`src/rtl/mips_pkg.sv`:
```
// Shared MIPS datapath constants: register widths, special register numbers
// and the stack-pointer reset value.
package mips_pkg;

  localparam int unsigned DATA_W_DEF = 32;
  localparam int unsigned ADDR_W_DEF = 5;

  localparam logic [31:0] SP_RESET_DEF = 32'd227;

  localparam logic [4:0] REG_ZERO = 5'd0;
  localparam logic [4:0] REG_SP   = 5'd29;
  localparam logic [4:0] REG_R30  = 5'd30;
  localparam logic [4:0] REG_RA   = 5'd31;

endpackage

```
`src/rtl/reg_bank_if.sv`:
```
// Register-bank access bundle: one write port and two read ports.
interface reg_bank_if
  import mips_pkg::*;
#(
  parameter int unsigned DATA_W = DATA_W_DEF,
  parameter int unsigned ADDR_W = ADDR_W_DEF
);

  logic              RegWrite;
  logic [ADDR_W-1:0] WriteReg;
  logic [DATA_W-1:0] WriteData;
  logic [ADDR_W-1:0] ReadReg1;
  logic [ADDR_W-1:0] ReadReg2;
  logic [DATA_W-1:0] ReadData1;
  logic [DATA_W-1:0] ReadData2;

  modport master (
    output RegWrite, WriteReg, WriteData, ReadReg1, ReadReg2,
    input  ReadData1, ReadData2
  );

  modport slave (
    input  RegWrite, WriteReg, WriteData, ReadReg1, ReadReg2,
    output ReadData1, ReadData2
  );

endinterface

```
`src/rtl/reg_read_port.sv`:
```
// One registered read port: $0 forces zero, a same-edge write to the
// addressed register is forwarded, otherwise the array word is captured.
module reg_read_port #(
  parameter int unsigned DATA_W = 32,
  parameter int unsigned ADDR_W = 5
) (
  input  logic              clk,
  input  logic              reset_n,
  input  logic [ADDR_W-1:0] rd_addr,
  input  logic              wr_en,
  input  logic [ADDR_W-1:0] wr_addr,
  input  logic [DATA_W-1:0] wr_data,
  input  logic [DATA_W-1:0] array_data,
  output logic [DATA_W-1:0] rd_data
);

  logic [DATA_W-1:0] rd_next;

  // Select zero, bypassed write data, or stored word for the next capture.
  always_comb begin
    rd_next = array_data;
    if (rd_addr == '0) begin
      rd_next = '0;
    end else if (wr_en && (wr_addr == rd_addr)) begin
      rd_next = wr_data;
    end
  end

  // Output register; cleared immediately by reset.
  always_ff @(posedge clk or negedge reset_n) begin
    if (!reset_n) begin
      rd_data <= '0;
    end else begin
      rd_data <= rd_next;
    end
  end

endmodule

```
`src/rtl/reg_bank.sv`:
```
// 32 x 32-bit MIPS general-purpose register bank: one synchronous write
// port, two registered read ports with write-through bypass, $0 hardwired
// to zero and $29 preloaded with the stack-pointer reset value.
module reg_bank
  import mips_pkg::*;
#(
  parameter int unsigned             DATA_W   = DATA_W_DEF,
  parameter int unsigned             ADDR_W   = ADDR_W_DEF,
  parameter logic [DATA_W-1:0]       SP_RESET = DATA_W'(SP_RESET_DEF)
) (
  input  logic       clk,
  input  logic       reset_n,
  reg_bank_if.slave  bus
);

  localparam int unsigned       NREGS  = 2 ** ADDR_W;
  localparam logic [ADDR_W-1:0] SP_IDX = ADDR_W'(REG_SP);

  logic [DATA_W-1:0] regs [NREGS];
  logic [DATA_W-1:0] array_rd1;
  logic [DATA_W-1:0] array_rd2;
  logic [DATA_W-1:0] rd_data1;
  logic [DATA_W-1:0] rd_data2;

  // Register array: reset clears everything and preloads $29; writes to $0
  // are dropped so it always holds zero.
  always_ff @(posedge clk or negedge reset_n) begin
    if (!reset_n) begin
      for (int unsigned i = 0; i < NREGS; i++) begin
        regs[i] <= '0;
      end
      regs[SP_IDX] <= SP_RESET;
    end else if (bus.RegWrite && (bus.WriteReg != '0)) begin
      regs[bus.WriteReg] <= bus.WriteData;
    end
  end

  assign array_rd1 = regs[bus.ReadReg1];
  assign array_rd2 = regs[bus.ReadReg2];

  reg_read_port #(
    .DATA_W (DATA_W),
    .ADDR_W (ADDR_W)
  ) u_port1 (
    .clk        (clk),
    .reset_n    (reset_n),
    .rd_addr    (bus.ReadReg1),
    .wr_en      (bus.RegWrite),
    .wr_addr    (bus.WriteReg),
    .wr_data    (bus.WriteData),
    .array_data (array_rd1),
    .rd_data    (rd_data1)
  );

  reg_read_port #(
    .DATA_W (DATA_W),
    .ADDR_W (ADDR_W)
  ) u_port2 (
    .clk        (clk),
    .reset_n    (reset_n),
    .rd_addr    (bus.ReadReg2),
    .wr_en      (bus.RegWrite),
    .wr_addr    (bus.WriteReg),
    .wr_data    (bus.WriteData),
    .array_data (array_rd2),
    .rd_data    (rd_data2)
  );

  assign bus.ReadData1 = rd_data1;
  assign bus.ReadData2 = rd_data2;

endmodule

```
`src/flat_wrapper.sv`:
```
// flat-port wrapper written by rule: the top's interface ports become plain ports
module reg_bank_flat import mips_pkg::*;
#(
  parameter int unsigned             DATA_W   = DATA_W_DEF,
  parameter int unsigned             ADDR_W   = ADDR_W_DEF,
  parameter logic [DATA_W-1:0]       SP_RESET = DATA_W'(SP_RESET_DEF)
)
  (clk, reset_n, bus_RegWrite, bus_WriteReg, bus_WriteData, bus_ReadReg1, bus_ReadReg2, bus_ReadData1, bus_ReadData2);
  reg_bank_if #(.DATA_W(DATA_W), .ADDR_W(ADDR_W)) bus_i ();
  input  logic clk;
  input  logic reset_n;
  input wire logic [$bits(bus_i.RegWrite)-1:0] bus_RegWrite;
  input wire logic [$bits(bus_i.WriteReg)-1:0] bus_WriteReg;
  input wire logic [$bits(bus_i.WriteData)-1:0] bus_WriteData;
  input wire logic [$bits(bus_i.ReadReg1)-1:0] bus_ReadReg1;
  input wire logic [$bits(bus_i.ReadReg2)-1:0] bus_ReadReg2;
  output wire logic [$bits(bus_i.ReadData1)-1:0] bus_ReadData1;
  output wire logic [$bits(bus_i.ReadData2)-1:0] bus_ReadData2;
  assign bus_i.RegWrite = bus_RegWrite;
  assign bus_i.WriteReg = bus_WriteReg;
  assign bus_i.WriteData = bus_WriteData;
  assign bus_i.ReadReg1 = bus_ReadReg1;
  assign bus_i.ReadReg2 = bus_ReadReg2;
  assign bus_ReadData1 = bus_i.ReadData1;
  assign bus_ReadData2 = bus_i.ReadData2;
  reg_bank #(.DATA_W(DATA_W), .ADDR_W(ADDR_W), .SP_RESET(SP_RESET)) u_core (.clk(clk), .reset_n(reset_n), .bus(bus_i));
endmodule
```
`config.mk`:
```
export PLATFORM = sky130hd
export DESIGN_NAME = reg_bank_flat
export DESIGN_NICKNAME = d
export VERILOG_FILES = /design/src/rtl/mips_pkg.sv /design/src/rtl/reg_bank_if.sv /design/src/rtl/reg_read_port.sv /design/src/rtl/reg_bank.sv /design/src/flat_wrapper.sv
export SDC_FILE = /design/constraint.sdc
export NUM_CORES = 2
export LEC_CHECK = 0
export CAP_MARGIN = 20
export CORE_UTILIZATION = 34
export CTS_CLUSTER_DIAMETER = 80
export DETAILED_ROUTE_END_ITERATION = 10
export PLACE_DENSITY_LB_ADDON = 0.2
export SKIP_CTS_REPAIR_TIMING = 1
export SLEW_MARGIN = 10
export SYNTH_ARGS = -nofsm -noshare
export SYNTH_HDL_FRONTEND = slang
export SYNTH_SLANG_ARGS = --single-unit
```
`constraint.sdc`:
```
create_clock -name clk -period 2.55 [get_ports clk]
set_input_delay 0.765 -clock clk [delete_from_list [all_inputs] [get_ports clk]]
set_output_delay 0.765 -clock clk [all_outputs]
set_load 0.02 [all_outputs]
```
==> impl_metrics.toml <==
[synth]
synth.area.top_cells = "dfrtp_1 (48%), mux2_2 (20%), mux4_2 (18%)"
synth_edf_count = 0
synth_top_area_share_pct = 48.0
synth_cell_types = 52
synth-compound-area-share_pct = 5.84
synth-simple-area-share_pct = 1.83
synth_mux_area_share_pct = 39.9
synth_xor_area_share_pct = 0.155
synth_top_family_by_area = "multiplexers"
synth_cells = 3771
yosysTopAreaCell = "dfrtp_1"
synth-seq-area-share_pct = 48.2
synth_area_sq_um = 56500
synth_async_sr_flop_share_pct = 100
synth-seq-cells = 1088
synth_fa_ha_area_share_pct = 0
syn-num-nets = 3821
avgSynthCellArea_sq_um = 15.0
ys_warn_count = 0
synth_ff_type = "dfrtp_1"

[worst_setup_path]
worstPathRequired_ns = 3.26
slowest_stage = "nor2_4"
max_stage_delay_ns = 0.86
cp_cell_sequence = "clkdlybuf4s50_1 > buf_4 > xnor2_1 > nand4_1 > or2_2 > nor2_4 > a221o_1"
crit_type = "input pin to flip-flop"
critPathMaxFanout = 16
cp_top_family = "simple AND/OR/NAND/NOR gates"
worstPathArrival_ns = 3.27
startpoint_type = "input pin"
cp.buffers_inverters = 2
cp-end-kind = "flip-flop"

[clock_network]
path_clk_slew_ns = 0.06
cts_root_buf = "clkbuf_16"
numCtsBuffers = 131
htree_levels = 4
clkLatencyLatePin_ns = 0.78
cts_buffer_depth = 3
clock_sinks = 1088
cts_tree = "done"

[grt]
grt_max_degree = 110
grt_pass1_vias = 39400
grt_usage_pct = 25.8
antenna_found_initial = 9
grt_first_pass_wirelength_mm = 308
grt_remaining_overflow = 0

[routing]
finalWirelength_mm = 215
drc = 40
post_drt_wl_per_cell_um = 33.4
first_pass_iters = 8
ant_nets = 0
first_iter_violations = 3340
routed_via_density = 5.93
vias = 38300

[timing]
finalHoldViolations = 0
max_freq_mhz = 390
maxSlewHeadroom_pct = 23.8
layout_setup_ws_ns = -0.0119
drv_slew = 0
rsz0062_at_grt = "no"
fin_crit_ns = 2.56
tns_ns = -0.0152
finalCritPeriodShare_pct = 100
setup_viol = 2
fin_skew_ns = 0.0220
worstMarginPinSlew_ns = 1.14

[placed_design]
dp_hpwl_mm = 146
place_ws_ns = -0.764
port-buffer-count = 113
routabilityCongestion = 0.859

[hold_path]
min_path_type = "flip-flop to flip-flop"

[die]
core-area_sq_um = 165000
die_w_um = 409
die-area_sq_um = 168000
start_util_pct = 34.2
io_pins = 114
fp-row-count = 149
die_h_um = 409

[cells_and_area]
finalNetCount = 4210
fillers = 15100
syn_to_final_growth_pct = 23.3
drive_above_1_share_pct = 53.5

[power]
peakVddDrop_mv = 0.555
p_leak_nw = 30.8
power_density_nw_per_um2 = 765
finalPower_w = 0.0533

[run]
drv_cap = 0

[outcome]
violations = "DRC, setup timing"
outcome = "finished, violations left"
Yosys cell counts, types with 31 or more instances:
master    number
a21oi_1       53
clkbuf_1     223
o22ai_1       46
a221o_1       31
nand2_1       57
dfrtp_1     1083
buf_2         74
mux2i_1      142
mux4_2       439
a221oi_1      35
o21ai_0       51
mux2_2       996
nor2_1        44
buf_1         54
nor3_1        32
a22oi_1      128
metal layers:
| metal | vias up | share of wire [%] | global-route usage, % |
|---|---|---|---|
| met2 | 1461 | 46 | 39.7 |
| li1 | 15500 | - | - |
| met3 | 343 | 6.2 | 4.47 |
| met4 | 2 | 3.3 | 8.75 |
| met1 | 21000 | 44 | 36.6 |
| met5 | - | 0.0037 | 0 |
area by class of cell:
class	count	area, sq um	share of cell area (%)
Timing Repair Buffer	683	7920	11.4
Clock inverter	40	572	0.821
Antenna cell	2	5.00	0.00719
Tap cell	2189	2740	3.93
Clock buffer	194	3860	5.54
Inverter	6	22.5	0.0323
Sequential cell	1088	27200	39.1
Multi-Input combinational cell	2250	27300	39.2
worst paths after layout:
path | slack, ns | from | endpoint | cells past startpoint
setup / recovery | -0.01 | bus_WriteReg[1] | u_core.u_port2.rd_data[6] | 7
hold / removal | 0.39 | u_core.regs[1016] | u_core.regs[1016] | 0
setup reg to reg | 0.60 | u_core.regs[768] | u_core.u_port1.rd_data[0] | 5
hold reg to reg | 0.39 | u_core.regs[1016] | u_core.regs[1016] | 0
max in group asynchronous | 1.02 | reset_n | u_core.regs[988] | 4
min in group asynchronous | 0.46 | reset_n | u_core.regs[484] | 2
through the flow:
step	cell area, sq um	instances	utilization [%]	hold slack (ns)
4_1_cts	69500	6449	42.1	-0.178
2_1_floorplan	56500	3771	-	0.438
3_3_place_gp	65100	6215	39.4	0.377
6_report	69600	6452	42.2	0.390
5_1_grt	69600	6450	42.2	0.408
3_5_place_dp	65100	6215	39.4	0.382
cells in the final DEF, fill, tap and decap left out, drive strengths merged, types with 9 or more instances in the layout:
cell type / instances
a211o: 13
a21oi: 53
a221o: 31
a221oi: 35
a22o: 16
a22oi: 128
a31oi: 11
and3: 19
buf: 579
bufinv: 11
clkbuf: 195
clkdlybuf4s50: 56
clkinv: 22
dfrtp: 1083
dlymetal6s2s: 46
inv: 13
mux2: 996
mux2i: 142
mux4: 440
nand2: 57
nor2: 45
nor2b: 9
nor3: 32
nor3b: 11
o211ai: 29
o21ai: 53
o22a: 15
o22ai: 46
xnor2: 10
logic make-up (layout without fill, tap and decap cells):
family,count (synthesis),after routing
buffers and inverters,433,923
xor gates and xnor gates,10,10
and+or+nand+nor,204,204
DFF,1088,1088
AOI/OAI and AO/OA,458,458
muxes,1578,1578
other,0,2
sequential cells by signal, summed over array words and instances (netlist names):
name	count
u_core.regs	1024
u_core.u_port2.rd_data	32
u_core.u_port1.rd_data	32
worst reg2reg max path: stages (launching register included):
cell and delay, ns:
dfrtp_1 0.40, mux4_2 0.49, a22o_1 0.24, a221oi_1 0.20
o21a_1 0.25, a21oi_1 0.22
power breakdown:
group / switching (W) / internal [W]
logic: 0.00443 / 0.00641
clock network: 0.00782 / 0.0116
registers: 0.00244 / 0.0206
No activity file was read; power rests on OpenSTA's default activity.
